<file path="config.mk">
export PLATFORM = sky130hd
export DESIGN_NAME = uart_cmd_controller
export DESIGN_NICKNAME = d
export VERILOG_FILES = /design/src/rtl/uart_cmd_defs.sv /design/src/rtl/uart_cmd_controller_timer.sv /design/src/rtl/uart_cmd_controller.sv
export SDC_FILE = /design/constraint.sdc
export NUM_CORES = 1
export LEC_CHECK = 0
export ABC_AREA = 0
export ABC_CLOCK_PERIOD_IN_PS = 1500
export BUFFER_PORTS_ARGS = -buffer_cell sky130_fd_sc_hd__buf_4
export CAP_MARGIN = 40
export CORE_UTILIZATION = 25
export DETAILED_ROUTE_END_ITERATION = 7
export PLACE_DENSITY = 0.44
export SYNTH_ARGS = -nofsm -noshare
export SYNTH_HDL_FRONTEND = slang
export SYNTH_SLANG_ARGS = --single-unit
</file>
<file path="constraint.sdc">
create_clock -name i_Clock -period 1.5 [get_ports i_Clock]
set_clock_uncertainty 0.1 [all_clocks]
set_input_delay 0.075 -clock i_Clock [delete_from_list [all_inputs] [get_ports i_Clock]]
set_output_delay 0.075 -clock i_Clock [all_outputs]
set_load 0.01 [all_outputs]
</file>
<file path="src/rtl/uart_cmd_defs.sv">
// Shared definitions for the UART command sequencer: FSM state encoding,
// status codes returned to the PC, and the default response timeout.
package uart_cmd_defs;

  typedef enum logic [2:0] {
    S_IDLE      = 3'd0,
    S_WAIT_ADDR = 3'd1,
    S_ISSUE     = 3'd2,
    S_WAIT_RSP  = 3'd3,
    S_TX_B0     = 3'd4,
    S_WAIT_TX0  = 3'd5,
    S_TX_B1     = 3'd6,
    S_WAIT_TX1  = 3'd7
  } state_e;

  localparam logic [7:0] ST_BAD_ADDR = 8'hFE;
  localparam logic [7:0] ST_TIMEOUT  = 8'hFF;

  // 50 ms at 50 MHz
  localparam int TIMEOUT_CYCLES_DEF = 2500000;

endpackage

</file>
<file path="src/rtl/uart_cmd_controller_timer.sv">
// uart_cmd_timer: saturating cycle counter with a one-cycle-early expiry
// flag, so the owner can act on the LIMIT-th cycle spent waiting.
module uart_cmd_timer
  import uart_cmd_defs::*;
#(
  parameter int LIMIT = TIMEOUT_CYCLES_DEF
) (
  input  logic clk_i,
  input  logic rst_i,
  input  logic clr_i,
  input  logic en_i,
  output logic expire_o
);

  localparam int W = $clog2(LIMIT + 1);

  logic [W-1:0] cnt_q, cnt_d;

  // Next count: clear wins, otherwise count while enabled and stick at LIMIT
  always_comb begin
    cnt_d = cnt_q;
    if (clr_i) begin
      cnt_d = '0;
    end else if (en_i && (cnt_q != W'(LIMIT))) begin
      cnt_d = cnt_q + 1'b1;
    end
  end

  // Counter register
  always_ff @(posedge clk_i) begin
    if (rst_i) cnt_q <= '0;
    else       cnt_q <= cnt_d;
  end

  assign expire_o = en_i && (cnt_q == W'(LIMIT - 1));

endmodule

</file>
<file path="src/rtl/uart_cmd_controller.sv">
// uart_cmd_controller: collects {cmd, addr} from uart_rx, issues a request to
// the addressed unit, and returns {status, data} through uart_tx.
// Optional feature macro: UART_CMD_TIMEOUT_EN (inter-byte and response timeout).
module uart_cmd_controller
  import uart_cmd_defs::*;
#(
  parameter int NUM_UNITS      = 32,
  parameter int ADDR_W         = 5,
  parameter int TIMEOUT_CYCLES = TIMEOUT_CYCLES_DEF
) (
  input  logic              i_Clock,
  input  logic              i_Reset,
  input  logic              i_Rx_DV,
  input  logic [7:0]        i_Rx_Byte,
  output logic              o_Tx_DV,
  output logic [7:0]        o_Tx_Byte,
  input  logic              i_Tx_Active,
  input  logic              i_Tx_Done,
  output logic              o_Req_Valid,
  output logic [ADDR_W-1:0] o_Req_Addr,
  output logic [7:0]        o_Req_Cmd,
  input  logic              i_Rsp_Valid,
  input  logic [7:0]        i_Rsp_Code,
  input  logic [7:0]        i_Rsp_Data,
  output logic              o_Busy
);

  if ((2 ** ADDR_W) < NUM_UNITS || TIMEOUT_CYCLES < 1) begin : g_param_check
    $error("uart_cmd_controller: ADDR_W too narrow or TIMEOUT_CYCLES < 1");
  end

  state_e            state_q, state_d;
  logic [7:0]        cmd_q, cmd_d;
  logic [ADDR_W-1:0] addr_q, addr_d;
  logic [7:0]        code_q, code_d;
  logic [7:0]        data_q, data_d;
  logic              to_expire;

`ifdef UART_CMD_TIMEOUT_EN
  logic to_wait;
  assign to_wait = (state_q == S_WAIT_ADDR) || (state_q == S_WAIT_RSP);

  // Timer runs only in the two waiting states and restarts from zero on entry
  uart_cmd_timer #(.LIMIT(TIMEOUT_CYCLES)) u_timer (
    .clk_i    (i_Clock),
    .rst_i    (i_Reset),
    .clr_i    (!to_wait),
    .en_i     (to_wait),
    .expire_o (to_expire)
  );
`else
  assign to_expire = 1'b0;
`endif

  // Next-state and output decode; valid inputs take priority over expiry
  always_comb begin
    state_d     = state_q;
    cmd_d       = cmd_q;
    addr_d      = addr_q;
    code_d      = code_q;
    data_d      = data_q;
    o_Req_Valid = 1'b0;
    o_Tx_DV     = 1'b0;
    o_Tx_Byte   = 8'h00;
    case (state_q)
      S_IDLE: begin
        if (i_Rx_DV) begin
          cmd_d   = i_Rx_Byte;
          state_d = S_WAIT_ADDR;
        end
      end
      S_WAIT_ADDR: begin
        if (i_Rx_DV) begin
          addr_d = i_Rx_Byte[ADDR_W-1:0];
          // full-byte compare so high bits can't alias onto a valid unit
          if ({24'd0, i_Rx_Byte} >= 32'(NUM_UNITS)) begin
            code_d  = ST_BAD_ADDR;
            data_d  = 8'h00;
            state_d = S_TX_B0;
          end else begin
            state_d = S_ISSUE;
          end
        end else if (to_expire) begin
          state_d = S_IDLE;
        end
      end
      S_ISSUE: begin
        o_Req_Valid = 1'b1;
        state_d     = S_WAIT_RSP;
      end
      S_WAIT_RSP: begin
        if (i_Rsp_Valid) begin
          code_d  = i_Rsp_Code;
          data_d  = i_Rsp_Data;
          state_d = S_TX_B0;
        end else if (to_expire) begin
          code_d  = ST_TIMEOUT;
          data_d  = 8'h00;
          state_d = S_TX_B0;
        end
      end
      S_TX_B0: begin
        o_Tx_Byte = code_q;
        if (!i_Tx_Active) begin
          o_Tx_DV = 1'b1;
          state_d = S_WAIT_TX0;
        end
      end
      S_WAIT_TX0: begin
        o_Tx_Byte = code_q;
        if (i_Tx_Done) state_d = S_TX_B1;
      end
      S_TX_B1: begin
        o_Tx_Byte = data_q;
        if (!i_Tx_Active) begin
          o_Tx_DV = 1'b1;
          state_d = S_WAIT_TX1;
        end
      end
      S_WAIT_TX1: begin
        o_Tx_Byte = data_q;
        if (i_Tx_Done) state_d = S_IDLE;
      end
      default: state_d = S_IDLE;
    endcase
  end

  // State and transaction registers
  always_ff @(posedge i_Clock) begin
    if (i_Reset) begin
      state_q <= S_IDLE;
      cmd_q   <= 8'h00;
      addr_q  <= '0;
      code_q  <= 8'h00;
      data_q  <= 8'h00;
    end else begin
      state_q <= state_d;
      cmd_q   <= cmd_d;
      addr_q  <= addr_d;
      code_q  <= code_d;
      data_q  <= data_d;
    end
  end

  assign o_Req_Addr = addr_q;
  assign o_Req_Cmd  = cmd_q;
  assign o_Busy     = (state_q != S_IDLE);

endmodule

</file>
Word level (Yosys, flattened, before mapping). Index checks and enable logic that the tools add are counted.

$lt $le $gt $ge: 1. Equal/unequal tests: 15. Multiplexer cells: 21. Reduce and logical (&&, ||, !) cells: 10.

Operators with widths (count): 8-bit 2-to-1 mux (6); 8-bit case mux with 2 select lines (3); 3-bit 2-to-1 mux (8); 3-bit case mux with 8 select lines (1); 2-bit inequality test (second input constant) (8); 3-bit equality test (second input constant) (4); 8-bit by 6-bit >= comparator with 1-bit output (second input constant) (1); 7-bit AND reduction (1); 3-bit by 2-bit equality test with 1-bit output (second input constant) (2); 2-bit OR reduction (3); 2-bit AND reduction (2); 4-bit AND reduction (1); 3-bit by 1-bit equality test with 1-bit output (second input constant) (1); 3-bit logical NOT (1); 1-bit 2-to-1 mux (3); 3-bit nonzero test (1); 2-bit nonzero test (1).

Register bits: 32. Input port bits: 30. Output and inout port bits: 24. Logic and storage cells: 52.

Depth between registers and ports, before layout. Gate-level depths: netlist of run 1.

Depth in word-level cells: 4. Depth in mapped cells: 5. Depth with buffers taken out: 3.

Least setup slack after synthesis of run 1. OpenSTA, ideal clock, no wires.

Path kind: register to register. From: register state_q[1]. To: register code_q[0]. Library setup time: 136 ps. Arrival time: 1315 ps. Required time: 1264 ps. Setup slack: -51 ps. Cell stages (with the launch flop): 6. Path buffers: 2. Period minus slack after synthesis: 1551 ps. Cells stage by stage: dfxtp_1 buf_6 mux2i_1 a2111oi_4 buf_6 o32ai_1.

Cells in the longest elaborated chain, start to end: 3. Elaborated cells between the ends (all ways): 8. Those cells by class: eq/ne (5); mux (1); reduce/logical (2).

RTL lines: start: declaration (RTL line uart_cmd_controller.sv:32) `state_e state_q, state_d;`; start signal: assignment (RTL line uart_cmd_controller.sv:137) `state_q <= state_d;`; 3-bit by 1-bit equality test with 1-bit output / 3-bit by 2-bit equality test with 1-bit output (equally long branches) (RTL line uart_cmd_controller.sv:65) `case (state_q)`; 2-bit inequality test (no source line) / 2-bit nonzero test (equally long branches); 4-bit AND reduction (no source line); end signal: assignment (RTL line uart_cmd_controller.sv:140) `code_q <= code_d;`; end: declaration (RTL line uart_cmd_controller.sv:35) `logic [7:0] code_q, code_d;`.

Parallel ways exist; a longest one is shown, timed or not. A chain may end at the register's enable or synchronous reset.

Worst setup path after layout of run 1.
From: register state_q[2]. To: register cmd_q[7] (netlist: o_Req_Cmd[7]).

Cells in the longest elaborated chain, start to end: 2.

RTL lines: 3-bit logical NOT (RTL line uart_cmd_controller.sv:65); 2-bit AND reduction (no source line); end signal: assignment (RTL line uart_cmd_controller.sv:138) `cmd_q <= cmd_d;`; end: declaration (RTL line uart_cmd_controller.sv:33) `logic [7:0] cmd_q, cmd_d;`.

Every way passes these cells.

==> results of run 1 <==
## synth_stat cells
cell | count | share of area
a2111oi_4 | 1 | 0.019
o21a_4 | 1 | 0.011
a211oi_1 | 1 | 0.0053
clkinv_1 | 1 | 0.0026
o211ai_1 | 2 | 0.011
nand3_1 | 2 | 0.0070
mux2i_1 | 16 | 0.11
nor3_1 | 3 | 0.011
or4b_1 | 1 | 0.0070
o32ai_1 | 9 | 0.055
buf_2 | 4 | 0.014
buf_6 | 2 | 0.016
nand4_1 | 1 | 0.0044
a21oi_1 | 9 | 0.032
nor2_1 | 13 | 0.034
dfxtp_1 | 32 | 0.45
nor4bb_1 | 1 | 0.0070
xor2_1 | 1 | 0.0062
a31oi_1 | 1 | 0.0044
o221a_2 | 7 | 0.055
clkbuf_1 | 7 | 0.018
nor4b_2 | 1 | 0.011
nand2_1 | 27 | 0.071
nor2b_1 | 1 | 0.0044
inv_1 | 12 | 0.032
## logic make-up after synthesis
group           after synthesis
buf+inv                      26
flops                        32
mux                          16
simple gates                 50
xor+xnor                      1
compound gates               31
## stage by stage
stage | power, uW | setup slack [ps]
4_1_cts | 2050 | 10.9
3_3_place_gp | 1380 | 70.6
6_report | 2030 | 49.6
2_1_floorplan | 1190 | 25.1
3_5_place_dp | 1390 | -7.51
5_1_grt | 2150 | -42.6
## path summary, 6_finish.rpt
| kind | cells past startpoint | start | slack (ps) | to |
|---|---|---|---|---|
| worst max-delay path | 3 | state_q[2]$_SDFFE_PP0P_ | 50 | o_Req_Cmd[7]$_SDFFE_PP0P_ |
| worst min-delay path | 4 | i_Tx_Active | 10 | state_q[0]$_SDFFE_PP0P_ |
| worst max register to register | 3 | state_q[2]$_SDFFE_PP0P_ | 50 | o_Req_Cmd[7]$_SDFFE_PP0P_ |
| worst min register to register | 2 | o_Req_Cmd[2]$_SDFFE_PP0P_ | 360 | o_Req_Cmd[2]$_SDFFE_PP0P_ |
## repair_timing
action | CTS | global route
gates resized for setup | 6 | 9
gates cloned | 0 | 1
endpoints found under the hold margin | 29 | 0
hold buffers | 24 | 0
pin swaps | 0 | 1
setup endpoints to repair | 14 | 18
## final cells by class
cell class / count / area [um2]
multi-input combinational: 98 / 689
tap: 72 / 90.1
fill: 565 / 3180
timing repair buffer: 91 / 783
clock buffer: 5 / 68.8
sequential: 32 / 647
inverter: 13 / 48.8
## layer usage
layer  vias to the layer above  part of all wire  track usage
met5                         -                 0            0
met4                         0            0.0064       0.0396
met3                         4             0.056       0.0447
met2                        48              0.51        0.257
met1                       664              0.43        0.152
li1                        710                 -            -
## report_power, final
group / internal [uW] / switching, uW / total (uW)
Sequential: 907 / 38.6 / 946
Clock: 298 / 286 / 585
Combinational: 281 / 220 / 501
## flip-flops by register name (all words and copies together) (netlist names)
register,flops
code_q,8
data_q,8
o_Req_Addr,5
o_Req_Cmd,8
state_q,3
## worst max-delay path, delay by kind of cell (launching register included)
kind             cells  cell delay [ps]
AND/OR/NAND/NOR      2              810
flip-flops           1              360
AO/OA/AOI/OAI        1               70
==> out/summary.txt, run 1 <==
Clock Sinks - 32
CTS tree - done
Synth cell types - 25
Final net count - 271
Commonest non-fill, non-tap cell in the layout - buf_4
Register area share after synthesis - 0.450
Synth Area in Compound Gates - 0.192
Setup bufs post-CTS - 0
Worst setup EP type - register
Layout Cells excl Fill - 311
Syn_nets - 186
Largest family of logic cells by synthesized area - compound AO/OA/AOI/OAI gates
Die area - 6000 um2
DRC viols - 0
Critical path required time - 1560 ps
CP Launch Type - register
Share of layout cells above drive strength 1 - 0.372
Worst min path class - in2reg
DP Area - 1970 um2
Peak VDD IR - 0.000300 V
Initial core utilization - 0.259
Synthesized area per cell - 9.13 um2
Hold Vio Cnt, Final - 0
Die width - 77.5 um
Clk Latency, worst-skew pair - 280 ps
CTS Buf Count - 5
Synth Area in Adders - 0
Clk buf depth - 2
Post-Synth Simple-Gate Area - 0.156
GRT overflow - 0
RSZ-0062 raised after global routing - yes
Relative slew slack - 0.784
Placed Cells - 281
Post-Syn Instances - 156
Fin Setup TNS - 0 ps
Seq cells post-synth - 32
Core area - 5510 um2
H-tree levels - 2
Max Clock Freq - 689 MHz
1st-iter DRT viols - 31
Mapped Area - 1420 um2
Area Overhead vs Synth - 63.4%
Crit-path cells - or4b_1, nand2_1, a21oi_1
Critical Path AT - 1510 ps
Vias after detailed routing - 1426
Worst slew pin tran - 315 ps
First-pass DRT Iterations - 4
GP Congestion - 0.768
Final Cycle Share - 0.967
Final Slew Violations - 0
Vias in the first global route - 1404
Antenna Cells - 0
Largest net degree at the start of global routing - 24
Most frequent cells in the layout - buf_4 (61), dfxtp_1 (29), nand2_1 (27), dlygate4sd3_1 (24), mux2i_1 (15)
Synth Area in XOR/XNOR - 0.00615
PortBufs - 53
PwrDens - 873 nW/um2
Slowest cell on crit path - or4b_1
Avg WL per Cell - 13.1 um
Clk root buf - clkbuf_8
Crit Path Class - reg2reg
Final wirelength - 4.08 mm
Setup violators final - 0
Leakage - 0.000927 uW
Worst path max stage delay - 680 ps
Detailed Place HPWL - 2.80 mm
Initial antenna violation count - 0
DIE HEIGHT - 77.5 um
First-pass GRT wire length - 6.48 mm
CP Max Fanout - 8
FP Rows - 27
Layout Utilization - 0.423
Final ANT Viol Nets - 0
Clock slew seen by the registers of the worst setup and hold paths - 60 ps
Status - complete, no violations
Synth warnings - 0
Max cap viols - 0
Hold_ws - 12.9 ps
GR Util All Layers - 0.140
Via density - 4.59
Top Ports - 54
Design area - 2330 um2
Mux share of post-synthesis cell area - 0.112
Final Critical Period - 1450 ps
Power figures use the tool's default switching activity.
==> run 2, diff against run 1 <==
Settings changed: BUFFER_PORTS_ARGS -buffer_cell sky130_fd_sc_hd__buf_4 to -buffer_cell sky130_fd_sc_hd__buf_2, CORE_ASPECT_RATIO from default to 1.25.
==> out/summary.txt, run 2 (synthesis gave the netlist of run 1 again) <==
Setup violators final - 0 (unchanged)
Critical Path AT - 1290 ps (-220 ps)
Commonest non-fill, non-tap cell in the layout - buf_2
Worst slew pin tran - 314 ps (-1.75 ps)
First-pass DRT Iterations - 4 (unchanged)
First-pass GRT wire length - 6.44 mm (-0.54%)
Max cap viols - 0 (unchanged)
H-tree levels - 2 (unchanged)
CP Max Fanout - 5 (-3)
Worst setup EP type - primary output
Avg WL per Cell - 12.7 um (-3.0%)
DRC viols - 0 (unchanged)
Final Cycle Share - 0.975 (+0.00795)
Clk Latency, worst-skew pair - 270 ps (about the same)
Fin Setup TNS - 0 ps (unchanged)
Tot Pwr - 2070 uW (+1.9%)
P_sw - 541 uW (-0.84%)
Clock slew seen by the registers of the worst setup and hold paths - 60 ps (about the same)
GRT overflow - 0 (unchanged)
PwrDens - 920 nW/um2 (+5.4%)
Crit Path Class - reg2out
DIE HEIGHT - 86.4 um (+11%)
Final net count - 276 (+1.8%)
CP Launch Type - register
Peak VDD IR - 0.000568 V (+89%)
RSZ-0062 raised after global routing - yes
Placed Cells - 276 (-1.8%)
Flop pwr share - 0.454 (-0.011)
Final wirelength - 3.96 mm (-3.0%)
Relative slew slack - 0.791 (+0.00718)
Area Overhead vs Synth - 58.1%
Largest net degree at the start of global routing - 20 (-17%)
Initial antenna violation count - 0 (unchanged)
Net Sw Frac - 0.261 (-0.00733)
Pre-CTS setup slack - 23.9 ps (+31.4 ps)
Initial core utilization - 0.262 (+0.00303)
Power share of the clock group - 0.320 (+0.032)
Clock Sinks - 32 (unchanged)
Max Clock Freq - 684 MHz (-0.82%)
Die width - 69.5 um (-10%)
Final setup margin - 37.7 ps (-11.9 ps)
Antenna Cells - 0 (unchanged)
Hold Vio Cnt, Final - 0 (unchanged)
Layout Utilization - 0.414 (-0.00907)
Die area - 6000 um2 (about the same)
Final ANT Viol Nets - 0 (unchanged)
Share of layout cells above drive strength 1 - 0.372 (about the same)
Leakage - 0.000940 uW (+1.3%)
Top Ports - 54 (unchanged)
Clk buf depth - 2 (unchanged)
GP Congestion - 0.795 (+3.4%)
CTS tree - done
Vias in the first global route - 1387 (-1.2%)
Via density - 4.50 (-1.8%)
Critical path required time - 1320 ps (-240 ps)
Core area - 5440 um2 (-1.2%)
CTS Buf Count - 5 (unchanged)
Detailed Place HPWL - 2.66 mm (-4.9%)
Most frequent cells in the layout - buf_2 (53), dfxtp_1 (30), nand2_1 (27), dlygate4sd3_1 (24), mux2i_1 (15)
Clk root buf - clkbuf_8
Worst min path class - in2reg
1st-iter DRT viols - 25 (-19%)
PortBufs - 53 (unchanged)
Internal power of the cells - 1530 uW (+3.0%)
Layout Cells excl Fill - 311 (unchanged)
FP Rows - 30 (+11%)
GR Util All Layers - 0.136 (-0.00381)
Final Critical Period - 1460 ps (+11.9 ps)
Status - complete, no violations
Comb pwr share - 0.225 (-0.022)
Vias after detailed routing - 1400 (-1.8%)
Final Slew Violations - 0 (unchanged)
-- run 2: cell types whose count changed in the layout (fill, tap and decap cells not counted), sizes merged --
| cell | delta |
|---|---|
| clkbuf | +3 |
| buf | +5 |
-- run 2: cell type report --
| cell class | count | area (um2) |
|---|---|---|
| Multi-Input combinational cell | 98 | 678 |
| Timing Repair Buffer | 96 | 708 |
| Inverter | 13 | 48.8 |
| Fill cell | 576 | 3190 |
| Clock buffer | 8 | 90.1 |
| Sequential cell | 32 | 646 |
| Tap cell | 64 | 80.1 |
-- run 2: power by group through the flow --
stage	Combinational (uW)	Clock [uW]	Sequential (uW)
6_report	467	664	941
5_1_grt	512	743	949
4_1_cts	467	701	939
3_5_place_dp	404	0	959
3_3_place_gp	405	0	961
2_1_floorplan	231	0	959
-- run 2: metrics by stage --
step / hold WS, ps / area, um2
finish: 6.98 / 2250
global route: 23.2 / 2250
CTS: 3.88 / 2230
detailed placement: 236 / 1850
global placement: 231 / 1850
floorplan: 96.7 / 1430
-- run 2: routing by layer --
layer / global-route usage / up-vias / wire length, um
met2: 0.249 / 49 / 1920
met1: 0.150 / 625 / 1790
met3: 0.0430 / 2 / 232
met4: 0.0390 / 0 / 14
met5: 0 / - / 0
li1: - / 724 / -
-- run 2: worst paths after layout --
| kind | cells after the start | start | to | slack, ps |
|---|---|---|---|---|
| min reg2reg | 2 | o_Req_Cmd[2]$_SDFFE_PP0P_ | o_Req_Cmd[2]$_SDFFE_PP0P_ | 350 |
| max reg2reg | 3 | state_q[2]$_SDFFE_PP0P_ | o_Req_Cmd[5]$_SDFFE_PP0P_ | 40 |
| min | 4 | i_Tx_Active | state_q[0]$_SDFFE_PP0P_ | 7 |
| max | 5 | state_q[1]$_SDFFE_PP0P_ | o_Tx_Byte[7] | 40 |
-- run 2: worst max-delay path: stages (launching register included) --
cell and delay [ps]:
dfxtp_4 370, buf_6 130, buf_8 130, mux2i_1 190, nor2_1 60, buf_2 130
-- run 2: timing repair --
action,in CTS,in global routing
resized for setup,7,4
hold buffers,24,0
hold endpoints to repair,29,0
endpoints found under the setup margin,9,34
cloned,1,0
buffers inserted,2,0
